===== src/rtl/nv_nvdla_csb_pkg.sv =====
// Shared constants and FSM encoding for the CSB arbiter slice.
package nv_nvdla_csb_pkg;

  localparam int unsigned CsbAddrW = 16;
  localparam int unsigned CsbDataW = 32;

  localparam logic [CsbDataW-1:0] CsbTimeoutData = 32'h0;

  typedef enum logic [1:0] {
    StIdle  = 2'd0,
    StIssue = 2'd1,
    StWait  = 2'd2
  } csb_arb_state_e;

endpackage


===== src/rtl/nv_nvdla_csb_arb_if.sv =====
// Bundle of the per-requester channels and the shared CSB target port.
interface nv_nvdla_csb_arb_if
  import nv_nvdla_csb_pkg::*;
#(
  parameter int unsigned NREQ = 2
);

  logic [NREQ-1:0]          req_valid;
  logic [NREQ-1:0]          req_ready;
  logic [NREQ*CsbAddrW-1:0] req_addr;
  logic [NREQ*CsbDataW-1:0] req_wdat;
  logic [NREQ-1:0]          req_write;
  logic [NREQ-1:0]          req_nposted;
  logic [NREQ-1:0]          rsp_valid;
  logic [CsbDataW-1:0]      rsp_data;
  logic                     rsp_error;

  logic                     csb2nvdla_valid;
  logic                     csb2nvdla_ready;
  logic [CsbAddrW-1:0]      csb2nvdla_addr;
  logic [CsbDataW-1:0]      csb2nvdla_wdat;
  logic                     csb2nvdla_write;
  logic                     csb2nvdla_nposted;
  logic                     nvdla2csb_valid;
  logic [CsbDataW-1:0]      nvdla2csb_data;
  logic                     nvdla2csb_wr_complete;

  // Environment view: requesters plus the CSB target.
  modport master (
    output req_valid, req_addr, req_wdat, req_write, req_nposted,
    output csb2nvdla_ready, nvdla2csb_valid, nvdla2csb_data, nvdla2csb_wr_complete,
    input  req_ready, rsp_valid, rsp_data, rsp_error,
    input  csb2nvdla_valid, csb2nvdla_addr, csb2nvdla_wdat, csb2nvdla_write, csb2nvdla_nposted
  );

  // Arbiter view.
  modport slave (
    input  req_valid, req_addr, req_wdat, req_write, req_nposted,
    input  csb2nvdla_ready, nvdla2csb_valid, nvdla2csb_data, nvdla2csb_wr_complete,
    output req_ready, rsp_valid, rsp_data, rsp_error,
    output csb2nvdla_valid, csb2nvdla_addr, csb2nvdla_wdat, csb2nvdla_write, csb2nvdla_nposted
  );

endinterface


===== src/rtl/nv_nvdla_rr_pick.sv =====
// Combinational round-robin picker: first requester after `last` (mod NREQ) wins.
module nv_nvdla_rr_pick #(
  parameter  int unsigned NREQ = 2,
  localparam int unsigned IdxW = $clog2(NREQ)
) (
  input  logic [NREQ-1:0] req,
  input  logic [IdxW-1:0] last,
  output logic [NREQ-1:0] gnt,
  output logic [IdxW-1:0] idx
);

  logic found;

  always_comb begin
    gnt   = '0;
    idx   = '0;
    found = 1'b0;
    for (int unsigned off = 1; off <= NREQ; off++) begin
      int unsigned j;
      j = (32'(last) + off) % NREQ;
      if (!found && req[IdxW'(j)]) begin
        found           = 1'b1;
        gnt[IdxW'(j)]   = 1'b1;
        idx             = IdxW'(j);
      end
    end
  end

endmodule


===== src/rtl/nv_nvdla_csb_arb.sv =====
// Round-robin arbiter sharing one CSB target port among NREQ requesters,
// one non-interleaved transaction at a time, with response timeout.
module nv_nvdla_csb_arb
  import nv_nvdla_csb_pkg::*;
#(
  parameter int unsigned NREQ   = 2,
  parameter int unsigned TO_CYC = 1023
) (
  input logic              pclk,
  input logic              prst,
  nv_nvdla_csb_arb_if.slave bus
);

  localparam int unsigned IdxW = $clog2(NREQ);
  localparam int unsigned CntW = $clog2(TO_CYC + 1);

  csb_arb_state_e      state_q, state_d;
  logic [IdxW-1:0]     last_gnt_q, owner_q;
  logic [CsbAddrW-1:0] addr_q;
  logic [CsbDataW-1:0] wdat_q;
  logic                write_q, nposted_q;
  logic [CntW-1:0]     cnt_q, cnt_d;
  logic [NREQ-1:0]     rsp_valid_q, rsp_valid_d;
  logic [CsbDataW-1:0] rsp_data_q, rsp_data_d;
  logic                rsp_error_q, rsp_error_d;
  logic                rsp_fire;
  logic                grant;
  logic [NREQ-1:0]     pick_gnt;
  logic [IdxW-1:0]     pick_idx;

  nv_nvdla_rr_pick #(
    .NREQ (NREQ)
  ) u_pick (
    .req  (bus.req_valid),
    .last (last_gnt_q),
    .gnt  (pick_gnt),
    .idx  (pick_idx)
  );

  always_comb begin
    state_d       = state_q;
    cnt_d         = cnt_q;
    grant         = 1'b0;
    rsp_fire      = 1'b0;
    rsp_data_d    = rsp_data_q;
    rsp_error_d   = rsp_error_q;
    bus.req_ready = '0;
    bus.csb2nvdla_valid = 1'b0;
    unique case (state_q)
      StIdle: begin
        if (|pick_gnt) begin
          grant         = 1'b1;
          bus.req_ready = pick_gnt;
          state_d       = StIssue;
        end
      end
      StIssue: begin
        bus.csb2nvdla_valid = 1'b1;
        if (bus.csb2nvdla_ready) begin
          if (write_q && !nposted_q) begin
            state_d = StIdle;
          end else begin
            state_d = StWait;
            cnt_d   = '0;
          end
        end
      end
      StWait: begin
        if (cnt_q != CntW'(TO_CYC)) cnt_d = cnt_q + CntW'(1);
        // A matching response beats a timeout in the same cycle.
        if (!write_q && bus.nvdla2csb_valid) begin
          rsp_fire    = 1'b1;
          rsp_data_d  = bus.nvdla2csb_data;
          rsp_error_d = 1'b0;
        end else if (write_q && bus.nvdla2csb_wr_complete) begin
          rsp_fire    = 1'b1;
          rsp_data_d  = '0;
          rsp_error_d = 1'b0;
        end else if (cnt_q == CntW'(TO_CYC - 1)) begin
          rsp_fire    = 1'b1;
          rsp_data_d  = CsbTimeoutData;
          rsp_error_d = 1'b1;
        end
        if (rsp_fire) state_d = StIdle;
      end
      default: state_d = StIdle;
    endcase
    rsp_valid_d = rsp_fire ? ({{(NREQ-1){1'b0}}, 1'b1} << owner_q) : '0;
  end

  always_ff @(posedge pclk or posedge prst) begin
    if (prst) state_q <= StIdle;
    else      state_q <= state_d;
  end

  always_ff @(posedge pclk or posedge prst) begin
    if (prst) begin
      last_gnt_q  <= IdxW'(NREQ - 1);
      owner_q     <= '0;
      addr_q      <= '0;
      wdat_q      <= '0;
      write_q     <= 1'b0;
      nposted_q   <= 1'b0;
      cnt_q       <= '0;
      rsp_valid_q <= '0;
      rsp_data_q  <= '0;
      rsp_error_q <= 1'b0;
    end else begin
      cnt_q       <= cnt_d;
      rsp_valid_q <= rsp_valid_d;
      rsp_data_q  <= rsp_data_d;
      rsp_error_q <= rsp_error_d;
      if (grant) begin
        last_gnt_q <= pick_idx;
        owner_q    <= pick_idx;
        addr_q     <= bus.req_addr[32'(pick_idx)*CsbAddrW +: CsbAddrW];
        wdat_q     <= bus.req_wdat[32'(pick_idx)*CsbDataW +: CsbDataW];
        write_q    <= bus.req_write[pick_idx];
        nposted_q  <= bus.req_nposted[pick_idx];
      end
    end
  end

  assign bus.csb2nvdla_addr    = addr_q;
  assign bus.csb2nvdla_wdat    = wdat_q;
  assign bus.csb2nvdla_write   = write_q;
  assign bus.csb2nvdla_nposted = nposted_q;
  assign bus.rsp_valid         = rsp_valid_q;
  assign bus.rsp_data          = rsp_data_q;
  assign bus.rsp_error         = rsp_error_q;

endmodule


===== src/flat_wrapper.sv =====
// flat-port wrapper written by rule: the top's interface ports become plain ports
module nv_nvdla_csb_arb_flat import nv_nvdla_csb_pkg::*;
#(
  parameter int unsigned NREQ   = 2,
  parameter int unsigned TO_CYC = 1023
)
  (pclk, prst, bus_req_valid, bus_req_addr, bus_req_wdat, bus_req_write, bus_req_nposted, bus_csb2nvdla_ready, bus_nvdla2csb_valid, bus_nvdla2csb_data, bus_nvdla2csb_wr_complete, bus_req_ready, bus_rsp_valid, bus_rsp_data, bus_rsp_error, bus_csb2nvdla_valid, bus_csb2nvdla_addr, bus_csb2nvdla_wdat, bus_csb2nvdla_write, bus_csb2nvdla_nposted);
  nv_nvdla_csb_arb_if #(.NREQ(NREQ)) bus_i ();
  input logic pclk;
  input logic prst;
  input wire logic [$bits(bus_i.req_valid)-1:0] bus_req_valid;
  input wire logic [$bits(bus_i.req_addr)-1:0] bus_req_addr;
  input wire logic [$bits(bus_i.req_wdat)-1:0] bus_req_wdat;
  input wire logic [$bits(bus_i.req_write)-1:0] bus_req_write;
  input wire logic [$bits(bus_i.req_nposted)-1:0] bus_req_nposted;
  input wire logic [$bits(bus_i.csb2nvdla_ready)-1:0] bus_csb2nvdla_ready;
  input wire logic [$bits(bus_i.nvdla2csb_valid)-1:0] bus_nvdla2csb_valid;
  input wire logic [$bits(bus_i.nvdla2csb_data)-1:0] bus_nvdla2csb_data;
  input wire logic [$bits(bus_i.nvdla2csb_wr_complete)-1:0] bus_nvdla2csb_wr_complete;
  output wire logic [$bits(bus_i.req_ready)-1:0] bus_req_ready;
  output wire logic [$bits(bus_i.rsp_valid)-1:0] bus_rsp_valid;
  output wire logic [$bits(bus_i.rsp_data)-1:0] bus_rsp_data;
  output wire logic [$bits(bus_i.rsp_error)-1:0] bus_rsp_error;
  output wire logic [$bits(bus_i.csb2nvdla_valid)-1:0] bus_csb2nvdla_valid;
  output wire logic [$bits(bus_i.csb2nvdla_addr)-1:0] bus_csb2nvdla_addr;
  output wire logic [$bits(bus_i.csb2nvdla_wdat)-1:0] bus_csb2nvdla_wdat;
  output wire logic [$bits(bus_i.csb2nvdla_write)-1:0] bus_csb2nvdla_write;
  output wire logic [$bits(bus_i.csb2nvdla_nposted)-1:0] bus_csb2nvdla_nposted;
  assign bus_i.req_valid = bus_req_valid;
  assign bus_i.req_addr = bus_req_addr;
  assign bus_i.req_wdat = bus_req_wdat;
  assign bus_i.req_write = bus_req_write;
  assign bus_i.req_nposted = bus_req_nposted;
  assign bus_i.csb2nvdla_ready = bus_csb2nvdla_ready;
  assign bus_i.nvdla2csb_valid = bus_nvdla2csb_valid;
  assign bus_i.nvdla2csb_data = bus_nvdla2csb_data;
  assign bus_i.nvdla2csb_wr_complete = bus_nvdla2csb_wr_complete;
  assign bus_req_ready = bus_i.req_ready;
  assign bus_rsp_valid = bus_i.rsp_valid;
  assign bus_rsp_data = bus_i.rsp_data;
  assign bus_rsp_error = bus_i.rsp_error;
  assign bus_csb2nvdla_valid = bus_i.csb2nvdla_valid;
  assign bus_csb2nvdla_addr = bus_i.csb2nvdla_addr;
  assign bus_csb2nvdla_wdat = bus_i.csb2nvdla_wdat;
  assign bus_csb2nvdla_write = bus_i.csb2nvdla_write;
  assign bus_csb2nvdla_nposted = bus_i.csb2nvdla_nposted;
  nv_nvdla_csb_arb #(.NREQ(NREQ), .TO_CYC(TO_CYC)) u_core (.pclk(pclk), .prst(prst), .bus(bus_i));
endmodule

===== config.mk =====
export PLATFORM = sky130hd
export DESIGN_NAME = nv_nvdla_csb_arb_flat
export DESIGN_NICKNAME = d
export VERILOG_FILES = /design/src/rtl/nv_nvdla_csb_pkg.sv /design/src/rtl/nv_nvdla_csb_arb_if.sv /design/src/rtl/nv_nvdla_rr_pick.sv /design/src/rtl/nv_nvdla_csb_arb.sv /design/src/flat_wrapper.sv
export SDC_FILE = /design/constraint.sdc
export NUM_CORES = 1
export LEC_CHECK = 0
export CAP_MARGIN = 20
export CORE_MARGIN = 1.5
export CORE_UTILIZATION = 35
export CTS_CLUSTER_DIAMETER = 150
export DETAILED_ROUTE_END_ITERATION = 6
export HOLD_SLACK_MARGIN = 0.02
export PLACE_DENSITY = 0.81
export SLEW_MARGIN = 20
export SYNTH_ARGS = -nofsm -noshare
export SYNTH_HDL_FRONTEND = slang
export SYNTH_HIERARCHICAL = 1
export SYNTH_SLANG_ARGS = --single-unit

===== constraint.sdc =====
create_clock -name pclk -period 8.7 [get_ports pclk]
set_input_delay 1.74 -clock pclk [delete_from_list [all_inputs] [get_ports pclk]]
set_output_delay 1.74 -clock pclk [all_outputs]
set_load 0.005 [all_outputs]

==> metrics.log <==
[metrics] Site Rows: 42
[metrics] path length in cells of the critical path: 4
[metrics] type of element launching the critical path: input port
[metrics] cell family with most CP delay: buffers and inverters
[metrics] critical path, cell by cell: clkdlybuf4s50_1, a21boi_0, and2_1, clkdlybuf4s50_1
[metrics] Global Route Usage Sum: 17.5%
[metrics] setup repair after global routing missed its margin: false
[metrics] count of cells resized by post-cts repair: 0
[metrics] die area: 14100 sq um
[metrics] final hold violations: 0
[metrics] Slew headroom: between 30 and 40%
[metrics] fraction of final layout cells sized beyond drive strength 1: 9.82%
[metrics] Setup Skew: between 0.008 and 0.009 ns
[metrics] n_diodes: 0
[metrics] iteration count of the initial detailed-routing pass: 7
[metrics] Antenna Violating Nets Remaining: 0
[metrics] Yosys Warn Count: 6
[metrics] clk_lat worst skew: ~0.34 ns
[metrics] starting utilization of the core area: a little over a third
[metrics] run status: finished, final reports clean
[metrics] ranking of synthesized cells by area: sky130_fd_sc_hd__dfrtp_1 52%, sky130_fd_sc_hd__mux2i_1 11%, sky130_fd_sc_hd__a21oi_1 5.8%
[metrics] sum of net half-perimeters after detailed placement: 8880 um
[metrics] total global routing overflow: 0
[metrics] Worst setup EP type: output pin
[metrics] hold slack final: 0.497 ns
[metrics] depth of the worst register-to-register path: 5
[metrics] Worst Hold Depth: 1
[metrics] clock slew at reported path FFs: roughly 0.070 ns
[metrics] post-synthesis sequential area ratio: a little over half
[metrics] EDFF count, synth: 0
[metrics] synthesized cell area: between 4000 and 5000 sq um
[metrics] fmax: a little over 0.2 GHz
[metrics] Syn-to-layout area delta: 57.6%
[metrics] critical setup path kind: input port to output pin
[metrics] final routed wire length divided by cell count: 14.1 um
[metrics] # nets final: slightly above 800
[metrics] Worst Path Arrival: around 3.2 ns
[metrics] number of global-route vias before repair: 3994
[metrics] Die X: roughly 120 um
[metrics] post-layout power: 2.22 mW
[metrics] number of nets in the synthesized netlist: between 500 and 600
[metrics] CTS HTree Levels: 3
[metrics] share of synthesized flip-flops with an asynchronous set or reset: 100%
[metrics] actual transition at the worst max-transition pin: slightly above 1 ns
[metrics] Critical Path RT: a little under 7 ns
[metrics] most frequent CP cell: sky130_fd_sc_hd__clkdlybuf4s50_1
[metrics] endpoints failing setup: 0
[metrics] commonest register cell after synthesis: sky130_fd_sc_hd__dfrtp_1
[metrics] wire length of the first global-routing pass: 19800 um
[metrics] buffers and inverters on the worst path: 2
[metrics] area of the core: about 13000 sq um
[metrics] master of the slowest instance on the critical path: sky130_fd_sc_hd__clkdlybuf4s50_1
[metrics] number of instances in the synthesized netlist: roughly 460
[metrics] average instance area after synthesis: ~10 sq um
[metrics] antenna violations before repair: 0
[metrics] leakage power total: ~3.1 nW
[metrics] I/O Pins: 227
[metrics] share of the synthesized area in the top cell type: around 52%
[metrics] Detailed Route WL: roughly 12000 um
[metrics] type of the tightest min-delay check: flip-flop to flip-flop
[metrics] total of buffers placed on input and output ports: between 200 and 250
[metrics] Post-CTS Setup Inserts: 0
[metrics] Worst Slack Setup Final: ~3.8 ns
[metrics] period utilisation layout: roughly 57%
[metrics] number of different library cells in the post-synthesis netlist: 47
[metrics] CTS Root Cell: sky130_fd_sc_hd__clkbuf_16
[metrics] number of sinks handled by clock tree synthesis: 99
[metrics] Chip Height: 119 um
[metrics] number of buffers inserted during clock tree synthesis: 9
[metrics] setup tns final: 0 ns
[metrics] pin count of the biggest net entering global routing: 105
[metrics] number of DRC violations after detailed routing: 0
[metrics] time the worst path needs with I/O delays and setup: around 4.9 ns
[metrics] Post-Place Setup Slack: ~3.7 ns
[metrics] via density per instance: approximately 4.8
[metrics] starting DRC count in detailed routing: slightly below 200
[metrics] post-synthesis sequential element count: 99
[metrics] crit-path max FO: 3
[metrics] worst ir drop on vdd: 0.293 mV
[metrics] Worst path max stage delay: between 0.4 and 0.5 ns
[metrics] DR vias: just over 4000
[metrics] clock tree from TritonCTS: yes
[metrics] maximum clock path buffer count: 2
[metrics] power per cell area: 301 nW/um^2
[metrics] final slew viol count: 0
[metrics] number of max-cap violations: 0
[metrics] placer's final routability congestion estimate: around 0.79
[metrics] final core area utilization: 56.2%
[metrics] count of hold buffers inserted by post-cts repair: 0
[metrics] library cell occupying the most area in the post-synthesis netlist: sky130_fd_sc_hd__dfrtp_1
report_power, final:
group / leakage [nW] / internal [mW] / switching [mW] / total, mW
combinational: 1.77 / 0.569 / 0.428 / 0.997
sequential: 1.20 / 0.671 / 0.131 / 0.802
clock: 0.152 / 0.236 / 0.182 / 0.418
per-layer routing:
metal  wire length, um  share of wire (%)  global-route usage [%]
met3              1000                8.4                    5.50
met5                 0                  0                       0
met4               199                1.7                    6.33
met2              5750                 48                    29.3
met1              4970                 42                    21.3
flip-flops by register name, summed over array words and instances, names as in the netlist, 2 cells and up:
name                       count
u_core/bus.csb2nvdla_addr     16
u_core/bus.csb2nvdla_wdat     32
u_core/bus.rsp_data           32
u_core/bus.rsp_valid           2
u_core/cnt_q                  10
u_core/state_q                 2
per-stage QoR:
| step | std cells | area, sq um |
|---|---|---|
| after CTS | 848 | 7380 |
| after global routing | 848 | 7380 |
| after detailed placement | 832 | 7060 |
| after global placement | 832 | 7060 |
| after floorplan | 456 | 4680 |
| final | 848 | 7380 |
cells in the mapped netlist (2+ instances only):
library cell / n
sky130_fd_sc_hd__dfrtp_1: 98
sky130_fd_sc_hd__o22ai_1: 2
sky130_fd_sc_hd__clkbuf_1: 8
sky130_fd_sc_hd__o31a_1: 2
sky130_fd_sc_hd__nor2_1: 53
sky130_fd_sc_hd__mux2i_1: 51
sky130_fd_sc_hd__o31ai_1: 2
sky130_fd_sc_hd__and3_1: 2
sky130_fd_sc_hd__o21ai_0: 7
sky130_fd_sc_hd__nand3_2: 2
sky130_fd_sc_hd__ha_1: 2
sky130_fd_sc_hd__a21o_1: 4
sky130_fd_sc_hd__nand2_1: 6
sky130_fd_sc_hd__nand2b_1: 3
sky130_fd_sc_hd__and2_2: 3
sky130_fd_sc_hd__o21ai_2: 29
sky130_fd_sc_hd__o21a_1: 2
sky130_fd_sc_hd__inv_1: 39
sky130_fd_sc_hd__a21boi_0: 2
sky130_fd_sc_hd__buf_2: 16
sky130_fd_sc_hd__a21oi_1: 54
sky130_fd_sc_hd__and2b_1: 2
sky130_fd_sc_hd__buf_6: 3
sky130_fd_sc_hd__and4_1: 2
sky130_fd_sc_hd__and2_1: 2
sky130_fd_sc_hd__nand3_1: 39
worst paths after layout:
path                                                 start                            to  slack [ns]
worst max-delay path                      bus_req_valid[1]              bus_req_ready[1]        3.75
worst min-delay path                        u_core/owner_q       u_core/bus.rsp_valid[1]        0.50
worst max register to register  u_core/bus.csb2nvdla_write          u_core/bus.rsp_error        6.22
worst min register to register              u_core/owner_q       u_core/bus.rsp_valid[1]        0.50
max in group asynchronous                             prst        u_core/bus.rsp_data[5]        5.77
min in group asynchronous                             prst  u_core/bus.csb2nvdla_addr[2]        1.77
layout make-up:
class | instances | area, sq um
Clock buffer | 10 | 239
Tap cell | 176 | 220
Inverter | 39 | 149
Sequential cell | 99 | 2480
Multi-Input combinational cell | 288 | 1920
Fill cell | 1139 | 5760
Timing Repair Buffer | 230 | 2290
Clock inverter | 6 | 75.1
placed cells by master, fill, tap and decap left out, types with 2 or more instances in the layout:
cell type,instances
sky130_fd_sc_hd__o22ai_1,2
sky130_fd_sc_hd__nand3_2,2
sky130_fd_sc_hd__buf_4,4
sky130_fd_sc_hd__o21ai_2,29
sky130_fd_sc_hd__o31a_1,2
sky130_fd_sc_hd__and4_1,2
sky130_fd_sc_hd__inv_6,3
sky130_fd_sc_hd__and2_1,2
sky130_fd_sc_hd__nand2_1,6
sky130_fd_sc_hd__inv_1,38
sky130_fd_sc_hd__a21o_1,4
sky130_fd_sc_hd__mux2i_1,51
sky130_fd_sc_hd__clkbuf_16,9
sky130_fd_sc_hd__nand2b_1,3
sky130_fd_sc_hd__o21ai_0,7
sky130_fd_sc_hd__nor2_1,53
sky130_fd_sc_hd__dfrtp_1,98
sky130_fd_sc_hd__and3_1,2
sky130_fd_sc_hd__clkdlybuf4s50_1,226
sky130_fd_sc_hd__a21oi_1,54
sky130_fd_sc_hd__ha_1,2
sky130_fd_sc_hd__nand3_1,39
sky130_fd_sc_hd__and2b_1,2
sky130_fd_sc_hd__and2_2,3
sky130_fd_sc_hd__o31ai_1,2
kinds of logic after synthesis:
logic type / share of synthesized area (%)
xor+xnor: 0.187
buf+inv: 6.55
simple gates: 12.9
mux: 10.9
compound gates: 16.0
flops: 52.9
fa+ha+maj: 0.534
Power figures use the tool's default switching activity.
